--- config.mk ---
export PLATFORM = sky130hd
export DESIGN_NAME = i2s_dac_tx
export DESIGN_NICKNAME = d
export VERILOG_FILES = /design/src/rtl/i2s_dac_tx.sv
export SDC_FILE = /design/constraint.sdc
export NUM_CORES = 1
export LEC_CHECK = 0
export BUFFER_PORTS_ARGS = -buffer_cell sky130_fd_sc_hd__buf_2
export CAP_MARGIN = 25
export CORE_MARGIN = 2
export CORE_UTILIZATION = 58
export CTS_BUF_LIST = sky130_fd_sc_hd__clkbuf_4 sky130_fd_sc_hd__clkbuf_8 sky130_fd_sc_hd__clkbuf_16
export CTS_CLUSTER_SIZE = 12
export DETAILED_ROUTE_END_ITERATION = 10
export PLACE_DENSITY_LB_ADDON = 0.2
export SETUP_SLACK_MARGIN = 0.3
export SLEW_MARGIN = 20
export SYNTH_ARGS = -nofsm -noshare
export SYNTH_HDL_FRONTEND = slang
export SYNTH_SLANG_ARGS = --single-unit
export TNS_END_PERCENT = 10
--- constraint.sdc ---
create_clock -name clk -period 2.1 [get_ports clk]
set_input_delay 0.105 -clock clk [delete_from_list [all_inputs] [get_ports clk]]
set_output_delay 0.105 -clock clk [all_outputs]
set_load 0.02 [all_outputs]
--- src/rtl/i2s_dac_tx.sv ---
// I2S transmitter for the codec DAC path: mono sample sent on both channels, BCLK/LRCLK driven by the codec.
// Optional build macro I2S_TX_MUTE_ON_UNDERRUN_EN: an underrun frame sends silence instead of repeating the last sample.
module i2s_dac_tx #(
   parameter int DATA_W      = 16,
   parameter int SYNC_STAGES = 2
) (
   input  logic              clk,
   input  logic              i_rst_n,
   input  logic              i_bclk,
   input  logic              i_lrclk,
   input  logic              i_valid,
   input  logic [DATA_W-1:0] i_audio,
   output logic              o_dacdat,
   output logic              o_lrclk_posedge,
   output logic              o_lrclk_negedge,
   output logic              o_sample_taken,
   output logic              o_underrun
);

   localparam int CNT_W = $clog2(DATA_W + 1);

   typedef enum logic [2:0] {
      ST_IDLE  = 3'd0,
      ST_LOAD  = 3'd1,
      ST_DELAY = 3'd2,
      ST_SHIFT = 3'd3,
      ST_PAD   = 3'd4
   } state_t;

   logic [SYNC_STAGES-1:0] bclk_sync_q, lrclk_sync_q;
   logic                   bclk_hist_q, lrclk_hist_q;
   logic                   bclk_fall_s, lr_rise_s, lr_fall_s, lr_edge_s;

   state_t            state_q, state_d;
   logic [DATA_W-1:0] hold_q, hold_d, frame_q, frame_d, shift_q, shift_d;
   logic              fresh_q, fresh_d;
   logic [CNT_W-1:0]  cnt_q, cnt_d;
   logic              dacdat_q, dacdat_d;
   logic              taken_q, taken_d, underrun_q, underrun_d;
   logic              lr_pos_q, lr_neg_q;

   // Synchronizer chains plus one history flop per pin for edge detection
   always_ff @(posedge clk or negedge i_rst_n) begin
      if (!i_rst_n) begin
         bclk_sync_q  <= '0;
         lrclk_sync_q <= '0;
         bclk_hist_q  <= 1'b0;
         lrclk_hist_q <= 1'b0;
      end else begin
         bclk_sync_q  <= {bclk_sync_q[SYNC_STAGES-2:0], i_bclk};
         lrclk_sync_q <= {lrclk_sync_q[SYNC_STAGES-2:0], i_lrclk};
         bclk_hist_q  <= bclk_sync_q[SYNC_STAGES-1];
         lrclk_hist_q <= lrclk_sync_q[SYNC_STAGES-1];
      end
   end

   assign bclk_fall_s = bclk_hist_q & ~bclk_sync_q[SYNC_STAGES-1];
   assign lr_rise_s   = ~lrclk_hist_q & lrclk_sync_q[SYNC_STAGES-1];
   assign lr_fall_s   = lrclk_hist_q & ~lrclk_sync_q[SYNC_STAGES-1];
   assign lr_edge_s   = lr_rise_s | lr_fall_s;

   // Sample capture, frame load and the serializer state machine
   always_comb begin
      hold_d     = hold_q;
      fresh_d    = fresh_q;
      frame_d    = frame_q;
      shift_d    = shift_q;
      cnt_d      = cnt_q;
      dacdat_d   = dacdat_q;
      state_d    = state_q;
      taken_d    = 1'b0;
      underrun_d = 1'b0;

      if (i_valid) begin
         hold_d  = i_audio;
         fresh_d = 1'b1;
      end else begin
         hold_d = hold_q;
      end

      // A same-cycle sample bypasses the hold register; either way the sample is consumed
      if (lr_fall_s) begin
         taken_d = 1'b1;
         fresh_d = 1'b0;
         if (i_valid) begin
            frame_d = i_audio;
         end else if (fresh_q) begin
            frame_d = hold_q;
         end else begin
            underrun_d = 1'b1;
`ifdef I2S_TX_MUTE_ON_UNDERRUN_EN
            frame_d = {DATA_W{1'b0}};
`else
            frame_d = frame_q;
`endif
         end
      end else begin
         taken_d = 1'b0;
      end

      case (state_q)
         ST_IDLE: begin
            dacdat_d = 1'b0;
            if (lr_fall_s) state_d = ST_LOAD;
            else           state_d = ST_IDLE;
         end
         ST_LOAD: begin
            shift_d = frame_q;
            cnt_d   = {CNT_W{1'b0}};
            state_d = ST_DELAY;
         end
         ST_DELAY: begin
            if (bclk_fall_s) begin
               dacdat_d = shift_q[DATA_W-1];
               shift_d  = {shift_q[DATA_W-2:0], 1'b0};
               cnt_d    = CNT_W'(1);
               state_d  = ST_SHIFT;
            end else begin
               state_d = ST_DELAY;
            end
         end
         ST_SHIFT: begin
            if (bclk_fall_s && (cnt_q == CNT_W'(DATA_W))) begin
               dacdat_d = 1'b0;
               state_d  = ST_PAD;
            end else if (bclk_fall_s) begin
               dacdat_d = shift_q[DATA_W-1];
               shift_d  = {shift_q[DATA_W-2:0], 1'b0};
               cnt_d    = cnt_q + CNT_W'(1);
            end else begin
               state_d = ST_SHIFT;
            end
         end
         ST_PAD: begin
            if (bclk_fall_s) dacdat_d = 1'b0;
            else             dacdat_d = dacdat_q;
         end
         default: begin
            dacdat_d = 1'b0;
            state_d  = ST_IDLE;
         end
      endcase

      // Any LRCLK edge once running restarts the word; a coincident BCLK fall is not counted
      if ((state_q != ST_IDLE) && lr_edge_s) begin
         state_d  = ST_LOAD;
         dacdat_d = dacdat_q;
         shift_d  = shift_q;
         cnt_d    = cnt_q;
      end else begin
         cnt_d = cnt_d;
      end
   end

   // State and datapath registers; all outputs come straight from flops
   always_ff @(posedge clk or negedge i_rst_n) begin
      if (!i_rst_n) begin
         state_q    <= ST_IDLE;
         hold_q     <= {DATA_W{1'b0}};
         frame_q    <= {DATA_W{1'b0}};
         shift_q    <= {DATA_W{1'b0}};
         fresh_q    <= 1'b0;
         cnt_q      <= {CNT_W{1'b0}};
         dacdat_q   <= 1'b0;
         taken_q    <= 1'b0;
         underrun_q <= 1'b0;
         lr_pos_q   <= 1'b0;
         lr_neg_q   <= 1'b0;
      end else begin
         state_q    <= state_d;
         hold_q     <= hold_d;
         frame_q    <= frame_d;
         shift_q    <= shift_d;
         fresh_q    <= fresh_d;
         cnt_q      <= cnt_d;
         dacdat_q   <= dacdat_d;
         taken_q    <= taken_d;
         underrun_q <= underrun_d;
         lr_pos_q   <= lr_rise_s;
         lr_neg_q   <= lr_fall_s;
      end
   end

   assign o_dacdat        = dacdat_q;
   assign o_lrclk_posedge = lr_pos_q;
   assign o_lrclk_negedge = lr_neg_q;
   assign o_sample_taken  = taken_q;
   assign o_underrun      = underrun_q;

endmodule
Yosys cells after proc, flatten, opt, wreduce, memory -nomap -nowiden:

Index checks and enable logic that the tools add are counted.

* add/sub/neg operators: 1
* equality and inequality tests: 11
* multiplexer cells: 25
* bitwise gates (word level): 9
* reduce and logical (&&, ||, !) cells: 12

Operators by type and width (number)
* 2-to-1 mux 16 bit: 4
* case mux 16 bit (3 select lines): 1
* 2-to-1 mux 5 bit: 3
* case mux 3 bit (5 select lines): 1
* case mux 5 bit (3 select lines): 1
* 2-to-1 mux 1 bit: 11
* != test 2 bit (second input constant): 5
* 2-to-1 mux 3 bit: 3
* equality test 3 x 2 -> 1 bit (second input constant): 2
* AND reduction 3 bit: 2
* nonzero test 3 bit: 2
* adder 5 x 1 -> 5 bit (second input constant): 1
* equality test 5 bit (second input constant): 1
* inverter 1 bit: 5
* AND reduction 5 bit: 1
* != test 4 bit (second input constant): 1
* case mux 1 bit (4 select lines): 1
* AND reduction 2 bit: 2
* nonzero test 2 bit: 2
* bitwise AND 1 bit: 3
* equality test 3 x 1 -> 1 bit (second input constant): 1
* equality test 3 bit (second input constant): 1
* logical NOT 3 bit: 1
* logical AND 1 bit: 2
* OR 1 bit: 1

* register bits after elaboration: 68
* input port bits: 21
* output and inout port bits: 5
* logic and storage cells: 73

Longest topological paths before layout:

Gate-level depths: netlist of the first run.

* depth after elaboration: 6
* depth in mapped cells: 7
* depth with buffers taken out: 6

Least setup slack after synthesis of the first run:

No wires, ideal clock.

* path type: register to register
* start point: register cnt_q[0]
* end point: register shift_q[10]
* library setup time: 123 ps
* arrival time: 1460 ps
* data required time: 1977 ps
* path slack: 517 ps
* stages on the path, launching flop included: 7
* path buffers: 1
* clock period less this slack: 1583 ps
* cells stage by stage: dfrtp_1 -> inv_1 -> ha_1 -> and4bb_4 -> a221oi_4 -> buf_4 -> a21oi_2

* word-level cells in the longest chain between the ends: 4

Ends and longest elaborated chain
* start: declaration: RTL line 37 `logic [CNT_W-1:0] cnt_q, cnt_d;`
* start signal: assignment: RTL line 163 `cnt_q <= {CNT_W{1'b0}};`
* start signal: assignment: RTL line 175 `cnt_q <= cnt_d;`
* equality test 5 bit: RTL line 123 `if (bclk_fall_s && (cnt_q == CNT_W'(DATA_W))) begin`
* logical AND 1 bit: RTL line 123
* != test 2 bit (no source line)
* AND reduction 3 bit (no source line)
* end signal: assignment: RTL line 161 `shift_q <= {DATA_W{1'b0}};`
* end signal: assignment: RTL line 173 `shift_q <= shift_d;`
* end: declaration: RTL line 35 `logic [DATA_W-1:0] hold_q, hold_d, frame_q, frame_d, shift_q, shift_d;`

No other way between the ends.
A chain may end at the register's enable or synchronous reset.

Worst setup path after layout of the first run:

* start point: register cnt_q[0]
* end point: register shift_q[1]

Same word-level chain as after synthesis.

==> impl_metrics.py, run 1 <==
metrics = {
    "run_status": {
        "outcome": "finished clean",
    },
    "grt": {
        "first_global_vias": 1636,
        "track_usage_pct": 18.5,
        "grt_pass1_wl_um": 7530,
        "antenna_found_initial": 0,
        "grt_overflow": 0,
        "grt_max_degree": 43,
    },
    "finish": {
        "final_cell_mix": "67 x dfrtp_1, 32 x mux2_2, 25 x buf_2, 22 x nor2_1, 16 x mux2i_1",
        "n_antenna_cell": 0,
        "nNetsFinal": 283,
        "fillCellCount": 346,
        "drive_above_1_share_pct": 37.6,
        "areaGrowthSynthToFinish_pct": 17.0,
        "final_common_cell": "dfrtp_1",
        "seq_area_um2": 1680,
        "multi_input_area_um2": 1140,
    },
    "flow_run": {
        "max_cap_violations": 0,
    },
    "place": {
        "place_hpwl_um": 3150,
        "dp_slack_ns": 0.424,
        "port-buffer-count": 25,
        "gp_congestion": 0.884,
    },
    "sta": {
        "fin_skew_ns": 0.00637,
        "rsz0062_at_grt": "no",
        "period_needed_ns": 1.74,
        "setup_viol": 0,
        "tns_ns": 0,
        "maxSlewViolCount": 0,
        "max_freq_mhz": 574,
        "relSlewSlack_pct": 43.1,
        "hold_viol": 0,
        "tightest_slew_ns": 0.854,
        "timing.final.ws_setup_ns": 0.358,
        "fin_crit_sh_pct": 83.0,
    },
    "critical_path": {
        "crit_type": "reg -> reg",
        "cp_data_arrival_time_ns": 2.00,
        "cpPeakStageDelay_ns": 0.41,
        "cp_top_family": "compound AO/OA/AOI/OAI gates",
        "path_cells": "inv_1 > ha_1 > and4bb_4 > a221oi_4 > buf_12 > nor2_1 > a21oi_1",
        "worstPathMaxFanout": 16,
        "end_kind": "flop",
        "critPathLaunchType": "flop",
        "cp_slowest_cell": "dfrtp_1",
        "timing.critical_path.buf_inv": 2,
        "required_ns": 2.36,
    },
    "drt": {
        "vias": 1763,
        "dr.pass1.iters": 4,
        "routed_wl_um": 4740,
        "drt_iter0_drc": 149,
        "via_per_inst": 5.34,
        "wl_per_cell_um": 14.4,
        "remaining_drc_errors": 0,
        "antenna_left": 0,
    },
    "die": {
        "num_rows": 25,
        "ioPinCount": 26,
        "dieArea_um2": 5600,
        "die_w_um": 74.8,
        "core_um2": 4790,
        "die_h_um": 74.8,
        "initial_core_util_pct": 60.8,
    },
    "logic_synthesis": {
        "avgSynthCellArea_um2": 13.1,
        "async_flop_share_pct": 100,
        "synthSimpleGateAreaFrac_pct": 8.64,
        "ys_ff_latch": 67,
        "ys_seq_area_share_pct": 57.6,
        "yosysWarningCount": 0,
        "synthMuxAreaShare_pct": 17.9,
        "synthCells": 223,
        "synth_xor_area_share_pct": 0,
        "ys_types": 33,
        "synth-edff-count": 0,
        "synth_top_family_by_area": "multiplexers",
        "syn_area_um2": 2910,
        "synth_adder_area_share_pct": 1.72,
        "synthesis.nets": 248,
        "ys_dominant_reg_cell": "dfrtp_1",
        "synth-compound-area-share_pct": 10.5,
    },
    "power_and_ir_drop": {
        "p_per_area_nw_per_um2": 1150,
        "ir_drop_uv": 828,
        "p_leak_nw": 1.55,
    },
    "clock_network": {
        "clk_pin_slew_worst_paths_ns": 0.07,
        "cts-root-buf": "clkbuf_8",
        "clock_sinks": 67,
        "numCtsBuffers": 9,
        "worstSkewPairLatency_ns": 0.34,
        "cts.htree.levels": 3,
        "clock_path_buffers": 2,
        "cts_tree": "done",
    },
    "min_path": {
        "hp-class": "in -> reg",
    },
}
==> worst reg2reg max path, cell delays in order, from the launching register on <==
cell and delay, ns:
dfrtp_1 0.41, inv_1 0.06, ha_1 0.19, and4bb_4 0.22, a221oi_4 0.40, buf_12 0.20, nor2_1 0.05, a21oi_1 0.12
==> power by group <==
part | leakage (nW) | total (mW) | internal, mW | switching (mW)
Combinational | 0.640 | 0.936 | 0.465 | 0.470
Clock | 0.116 | 1.21 | 0.745 | 0.467
Sequential | 0.792 | 1.78 | 1.59 | 0.196
==> flip-flops by register name (all words and copies together) (netlist names) <==
| signal | flops |
|---|---|
| frame_q | 16 |
| hold_q | 16 |
| shift_q | 16 |
| cnt_q | 5 |
| state_q | 3 |
| bclk_sync_q | 2 |
| lrclk_sync_q | 2 |
| bclk_hist_q | 1 |
| fresh_q | 1 |
| lrclk_hist_q | 1 |
| o_dacdat | 1 |
| o_lrclk_negedge | 1 |
| o_lrclk_posedge | 1 |
| o_underrun | 1 |
==> final cells by class <==
cell class / count / area share (%)
clock buffer: 12 / 4.67
clock inverter: 4 / 2.13
inverter: 6 / 0.662
multi-input combinational: 139 / 33.4
sequential: 67 / 49.2
tap: 67 / 2.46
timing repair buffer: 35 / 7.46
==> worst paths after layout <==
kind,slack (ns),depth (start not counted),start,endpoint
min in group asynchronous,0.31,2,i_rst_n,state_q[2]
worst min-delay path,0.01,2,i_audio[12],hold_q[12]
worst max-delay path,0.36,7,cnt_q[0],shift_q[1]
worst min register to register,0.35,0,bclk_sync_q[0],bclk_sync_q[1]
worst max register to register,0.36,7,cnt_q[0],shift_q[1]
max in group asynchronous,1.18,3,i_rst_n,frame_q[13]
==> kinds of logic after synthesis <==
group / Yosys count
multiplexers: 48
flip-flops: 67
AND/OR/NAND/NOR: 49
AO/OA/AOI/OAI: 38
buffers and inverters: 17
adder cells (fa/ha/maj): 4
==> repair_timing <==
| item | 4_1_cts | 5_1_grt |
|---|---|---|
| endpoints found under the setup margin | 0 | 2 |
| hold buffers | 3 | 0 |
| buffers inserted | 0 | 0 |
| endpoints found under the hold margin | 27 | 0 |
| resized for setup | 0 | 1 |
==> through the flow <==
step / utilization, % / std cells / area (um^2) / total power, mW / hold WS, ns
detailed placement: 64.8 / 309 / 3100 / 2.69 / 0.136
global placement: 64.8 / 309 / 3100 / 2.65 / 0.136
finish: 71.1 / 330 / 3400 / 3.93 / 0.0113
global route: 71.1 / 330 / 3400 / 4.14 / 0.00244
floorplan: - / 223 / 2910 / 2.49 / -0.191
CTS: 70.2 / 328 / 3360 / 3.91 / 0.00210
==> cells in the mapped netlist (2+ instances only) <==
cell type | count | area, um^2
dfrtp_1 | 67 | 1680
mux2_2 | 32 | 360
nor2_1 | 22 | 82.6
mux2i_1 | 16 | 160
a21oi_2 | 13 | 114
a21oi_1 | 7 | 35.0
buf_4 | 6 | 45.0
inv_1 | 6 | 22.5
nand2_1 | 6 | 22.5
nor2b_1 | 6 | 37.5
ha_1 | 4 | 50.1
nand2b_1 | 4 | 25.0
a21o_1 | 3 | 22.5
and2_1 | 3 | 18.8
buf_2 | 3 | 15.0
nand3_1 | 3 | 15.0
o31ai_1 | 3 | 22.5
buf_6 | 2 | 22.5
nor3b_1 | 2 | 15.0
o21ai_0 | 2 | 10.0
==> routing by layer <==
layer  vias up  GRT usage (%)  wire (um)
met5         -              0          0
met1       878           25.4       2230
met2        23           27.3       2330
met3        10           5.62        113
li1        852              -          -
met4         0           8.33         69
Power figures use the tool's default switching activity.
==> run 2: changes to the inputs <==
- clock period: 2.1 -> 1.7 ns (I/O delays scaled with it)
==> run 2 against run 1 <==
  * Power up 25%
  * Combinational power rose by 51%
  * Final cell count rose by 7.0%
  * Worst hold slack improved by 0.0020 ns
  * Wire length rose by 8.4%
  * Worst setup slack got worse by 0.25 ns
  * Design area rose by 7.8%
  * Clock skew rose by 0.0016 ns
  * Sequential share of layout area is 3.5 points lower
  * Via count rose by 5.3%
  * Die area did not move
  * Critical path depth grew 1
  * Critical endpoint is now shift_q[11]
  * Largest cell class unchanged
  * Largest power group unchanged
==> impl_metrics.py, run 2 (synthesis results as in run 1) <==
metrics = {
    "power_and_ir_drop": {
        "power_mw": 4.91,
        "p_leak_nw": 1.64,
        "ir_drop_uv": 827,
        "p_per_area_nw_per_um2": 1340,
    },
    "critical_path": {
        "worstPathMaxFanout": 8,
        "rr_startpoint": "cnt_q[1]",
        "rr_worst_depth": 8,
        "crit_type": "reg -> reg",
        "critPathLaunchType": "flop",
        "r2r_end": "shift_q[11]",
        "r2r_slack_ns": 0.10,
        "end_kind": "flop",
        "crit_start": "cnt_q[1]",
        "cp-endpoint": "shift_q[11]",
        "cp_data_arrival_time_ns": 1.88,
        "required_ns": 1.98,
    },
    "grt": {
        "grt_use_met2_pct": 31.7,
        "grt_pass1_wl_um": 8640,
        "grt_overflow": 0,
        "use_met1_pct": 28.6,
        "first_global_vias": 1868,
        "grt_max_degree": 50,
        "antenna_found_initial": 0,
        "grt_use_met3_pct": 9.24,
        "track_usage_pct": 21.6,
        "top_usage_layer": "met2",
    },
    "die": {
        "die_w_um": 74.8,
        "dieArea_um2": 5600,
        "die_h_um": 74.8,
        "num_rows": 25,
        "core_um2": 4790,
        "initial_core_util_pct": 60.8,
        "ioPinCount": 26,
    },
    "sta": {
        "tightest_slew_ns": 0.551,
        "tns_ns": 0,
        "fin_skew_ns": 0.00792,
        "period_needed_ns": 1.60,
        "hold_viol": 0,
        "setup_viol": 0,
        "maxSlewViolCount": 0,
        "fin_crit_sh_pct": 93.8,
        "timing.final.ws_setup_ns": 0.105,
        "max_freq_mhz": 627,
        "relSlewSlack_pct": 63.1,
        "rsz0062_at_grt": "yes",
    },
    "place": {
        "port-buffer-count": 25,
        "place_hpwl_um": 3090,
        "gp_congestion": 0.913,
        "dp_slack_ns": 0.0420,
        "postPlaceCellArea_um2": 3160,
        "dp.cells": 313,
    },
    "drt": {
        "wl_per_cell_um": 14.6,
        "routed_wl_um": 5140,
        "via_per_inst": 5.26,
        "vias": 1857,
        "remaining_drc_errors": 0,
        "drt_iter0_drc": 64,
        "dr.pass1.iters": 4,
        "antenna_left": 0,
    },
    "finish": {
        "areaGrowthSynthToFinish_pct": 26.1,
        "fin_cells": 353,
        "drive_above_1_share_pct": 42.3,
        "final_area_um2": 3670,
        "final_cell_mix": "67 x dfrtp_1, 32 x mux2_2, 25 x buf_2, 18 x dlygate4sd3_1, 16 x mux2i_1",
        "final_common_cell": "dfrtp_1",
        "reg.largest.list": "frame_q: 16 flops, hold_q: 16 flops, shift_q: 16 flops",
        "nNetsFinal": 306,
        "fillCellCount": 322,
        "n_antenna_cell": 0,
    },
    "clock_network": {
        "cts-root-buf": "clkbuf_8",
        "clock_path_buffers": 2,
        "cts.htree.levels": 3,
        "worstSkewPairLatency_ns": 0.35,
        "cts_tree": "done",
        "numCtsBuffers": 9,
        "clk_pin_slew_worst_paths_ns": 0.07,
        "clock_sinks": 67,
    },
    "run_status": {
        "outcome": "finished clean",
    },
    "min_path": {
        "min_from": "i_audio[0]",
        "hp-class": "in -> reg",
    },
    "flow_run": {
        "max_cap_violations": 0,
    },
}
## run 2: cell types whose count changed in the layout (fill, tap and decap cells not counted), sizes merged
cell	previous run	this run
bufinv	2	1
buf	31	39
clkinv	1	2
clkinvlp	1	2
inv	6	7
dlygate4sd3	3	18
clkbuf	13	11
## run 2: timing repair
item / 4_1_cts / 5_1_grt
pin swaps: 0 / 1
hold buffers: 18 / 0
endpoints found under the setup margin: 41 / 41
hold endpoints to repair: 35 / 0
cloned: 1 / 1
gates resized for setup: 4 / 9
buffers inserted: 3 / 1
## run 2: where the power goes
group / switching (mW) / total [mW] / internal [mW]
Sequential: 0.220 / 2.18 / 1.96
Combinational: 0.681 / 1.41 / 0.724
Clock: 0.609 / 1.32 / 0.716
Total: 1.51 / 4.91 / 3.40
## run 2: worst max-delay path, stage by stage (launching register included)
cell	delay, ns
dfrtp_1	0.37
inv_2	0.07
ha_4	0.15
and4bb_4	0.22
a221oi_4	0.25
buf_6	0.17
clkbuf_16	0.16
nor2_1	0.05
a21oi_2	0.09
## run 2: routing by layer
layer / part of all wire [%] / up-vias
li1: - / 903
met1: 48 / 916
met2: 47 / 33
met3: 3.7 / 5
met4: 1.5 / 0
met5: 0 / -
## run 2: area by class of cell
class / count / area [um^2] / area share [%]
Clock buffer: 10 / 138 / 3.75
Clock inverter: 6 / 63.8 / 1.74
Inverter: 6 / 22.5 / 0.614
Multi-Input combinational cell: 139 / 1200 / 32.7
Sequential cell: 67 / 1680 / 45.7
Tap cell: 67 / 83.8 / 2.29
Timing Repair Buffer: 58 / 484 / 13.2
## run 2: through the flow
step / util (%) / hold slack [ns]
finish: 76.7 / 0.0133
global route: 76.7 / 0.0164
floorplan: - / -0.211
detailed placement: 66.0 / 0.0514
CTS: 75.4 / 0.00527
global placement: 66.0 / 0.0536
## run 2: how the worst min path moves through the flow
stage                        to  slack [ns]  cells after the start
floorplan           bclk_hist_q       -0.21                      0
global placement       cnt_q[3]        0.05                      1
detailed placement     cnt_q[3]        0.05                      1
CTS                   hold_q[0]       0.005                      2
global route          hold_q[0]        0.02                      2
finish                hold_q[0]        0.01                      2
==> run 3: changes to the inputs <==
- RECOVER_POWER: unset -> 25
==> run 3 against run 2 <==
  * Critical path depth did not move
  * Sequential power barely moved
  * Flip-flop and latch count did not move
  * Count of clock-buffer cells in the layout did not move
  * Largest power group unchanged
  * Critical endpoint unchanged
==> impl_metrics.py, run 3 (synthesis results as in run 1) <==
metrics = {
    "sta": {
        "timing.final.ws_setup_ns": 0.105,
        "fin_skew_ns": 0.00794,
        "setup_viol": 0,
        "tightest_slew_ns": 1.04,
        "max_freq_mhz": 627,
        "maxSlewViolCount": 0,
        "hold_viol": 0,
        "rsz0062_at_grt": "yes",
        "period_needed_ns": 1.60,
        "tns_ns": 0,
        "fin_crit_sh_pct": 93.8,
        "relSlewSlack_pct": 30.9,
        "holdWs_ns": 0.0132,
    },
    "die": {
        "die_w_um": 74.8,
        "ioPinCount": 26,
        "dieArea_um2": 5600,
        "core_um2": 4790,
        "num_rows": 25,
        "die_h_um": 74.8,
        "initial_core_util_pct": 60.8,
    },
    "critical_path": {
        "cp_data_arrival_time_ns": 1.88,
        "cpPeakStageDelay_ns": 0.37,
        "required_ns": 1.98,
        "worstPathMaxFanout": 8,
        "timing.critical_path.buf_inv": 3,
        "path_cells": "inv_2 > ha_4 > and4bb_4 > a221oi_4 > buf_6 > clkbuf_16 > nor2_1 > a21oi_2",
        "cp_slowest_cell": "dfrtp_1",
        "crit_type": "reg -> reg",
        "critPathLaunchType": "flop",
        "cp_top_family": "buffers and inverters",
        "end_kind": "flop",
    },
    "clock_network": {
        "clock_sinks": 67,
        "cts-root-buf": "clkbuf_8",
        "cts_tree": "done",
        "cts.htree.levels": 3,
        "clk_pin_slew_worst_paths_ns": 0.07,
        "clock_path_buffers": 2,
        "numCtsBuffers": 9,
        "worstSkewPairLatency_ns": 0.35,
    },
    "power_and_ir_drop": {
        "p_leak_nw": 1.64,
        "ir_drop_uv": 827,
        "p_per_area_nw_per_um2": 1340,
    },
    "drt": {
        "remaining_drc_errors": 0,
        "wl_per_cell_um": 14.5,
        "routed-wl-met2_um": 2380,
        "via_per_inst": 5.28,
        "top_layer_used": "met4",
        "met3_length_um": 185,
        "drt-met1-wl_um": 2490,
        "drt_iter0_drc": 65,
        "routed_wl_um": 5130,
        "vias": 1864,
        "antenna_left": 0,
        "dr.pass1.iters": 4,
    },
    "finish": {
        "fin_cells": 353,
        "areaGrowthSynthToFinish_pct": 26.0,
        "final_cell_mix": "67 x dfrtp_1, 29 x mux2_2, 24 x buf_2, 18 x dlygate4sd3_1, 16 x mux2i_1",
        "reg.largest.list": "frame_q: 16 flops, hold_q: 16 flops, shift_q: 16 flops",
        "final_area_um2": 3670,
        "final_common_cell": "dfrtp_1",
        "nNetsFinal": 306,
        "n_antenna_cell": 0,
        "drive_above_1_share_pct": 40.9,
    },
    "grt": {
        "grt_max_degree": 50,
        "track_usage_pct": 21.6,
        "grt_pass1_wl_um": 8640,
        "first_global_vias": 1868,
        "grt_overflow": 0,
        "antenna_found_initial": 0,
    },
    "place": {
        "port-buffer-count": 25,
        "place_hpwl_um": 3090,
        "gp_congestion": 0.913,
        "dp.cells": 313,
        "postPlaceCellArea_um2": 3160,
        "dp_slack_ns": 0.0420,
    },
    "min_path": {
        "hp-class": "in -> reg",
    },
    "flow_run": {
        "max_cap_violations": 0,
    },
    "run_status": {
        "outcome": "finished clean",
    },
}
## run 3: cell types whose count changed in the layout (fill, tap and decap cells not counted)
cell,previous run,this run
clkbuf_4,0,1
mux2_1,0,3
buf_2,25,24
clkbuf_1,0,1
buf_4,10,9
mux2_2,32,29
## run 3: report_power, final
group          switching, mW  leakage, nW  total (mW)  internal, mW
logic                  0.681        0.749        1.40         0.722
clock network          0.610       0.0987        1.33         0.716
registers              0.221        0.792        2.18          1.96
total                   1.51         1.64        4.91          3.40
## run 3: final cells by class
cell class | count | area (um^2)
fill | 323 | 1120
sequential | 67 | 1680
multi-input combinational | 139 | 1200
inverter | 6 | 22.5
timing repair buffer | 58 | 483
tap | 67 | 83.8
clock buffer | 10 | 138
clock inverter | 6 | 63.8
## run 3: worst paths after layout
| path | end | cells past startpoint | from | slack, ns |
|---|---|---|---|---|
| min | hold_q[0] | 2 | i_audio[0] | 0.01 |
| min in group asynchronous | state_q[1] | 2 | i_rst_n | 0.43 |
| max | shift_q[11] | 8 | cnt_q[1] | 0.10 |
| max reg2reg | shift_q[11] | 8 | cnt_q[1] | 0.10 |
| max in group asynchronous | hold_q[11] | 3 | i_rst_n | 0.48 |
| min reg2reg | lrclk_sync_q[1] | 0 | lrclk_sync_q[0] | 0.35 |
## run 3: stage by stage
step	total power, mW	utilization, %
final	4.91	76.6
after global routing	5.21	76.6
after CTS	4.84	75.4
after detailed placement	3.38	66.0
after global placement	3.34	66.0
after floorplan	3.12	-
## run 3: per-layer routing
| layer | vias to the layer above | GRT usage (%) |
|---|---|---|
| met4 | 0 | 8.53 |
| met5 | - | 0 |
| li1 | 903 | - |
| met3 | 5 | 9.24 |
| met2 | 33 | 31.7 |
| met1 | 923 | 28.6 |
## run 3: timing repair
item                                   4_1_cts  5_1_grt
setup endpoints to repair                   41       41
pin swaps                                    0        1
gates cloned                                 1        1
endpoints found under the hold margin       35        0
gates resized for setup                      4        9
hold buffers                                18        0
buffers inserted                             3        1
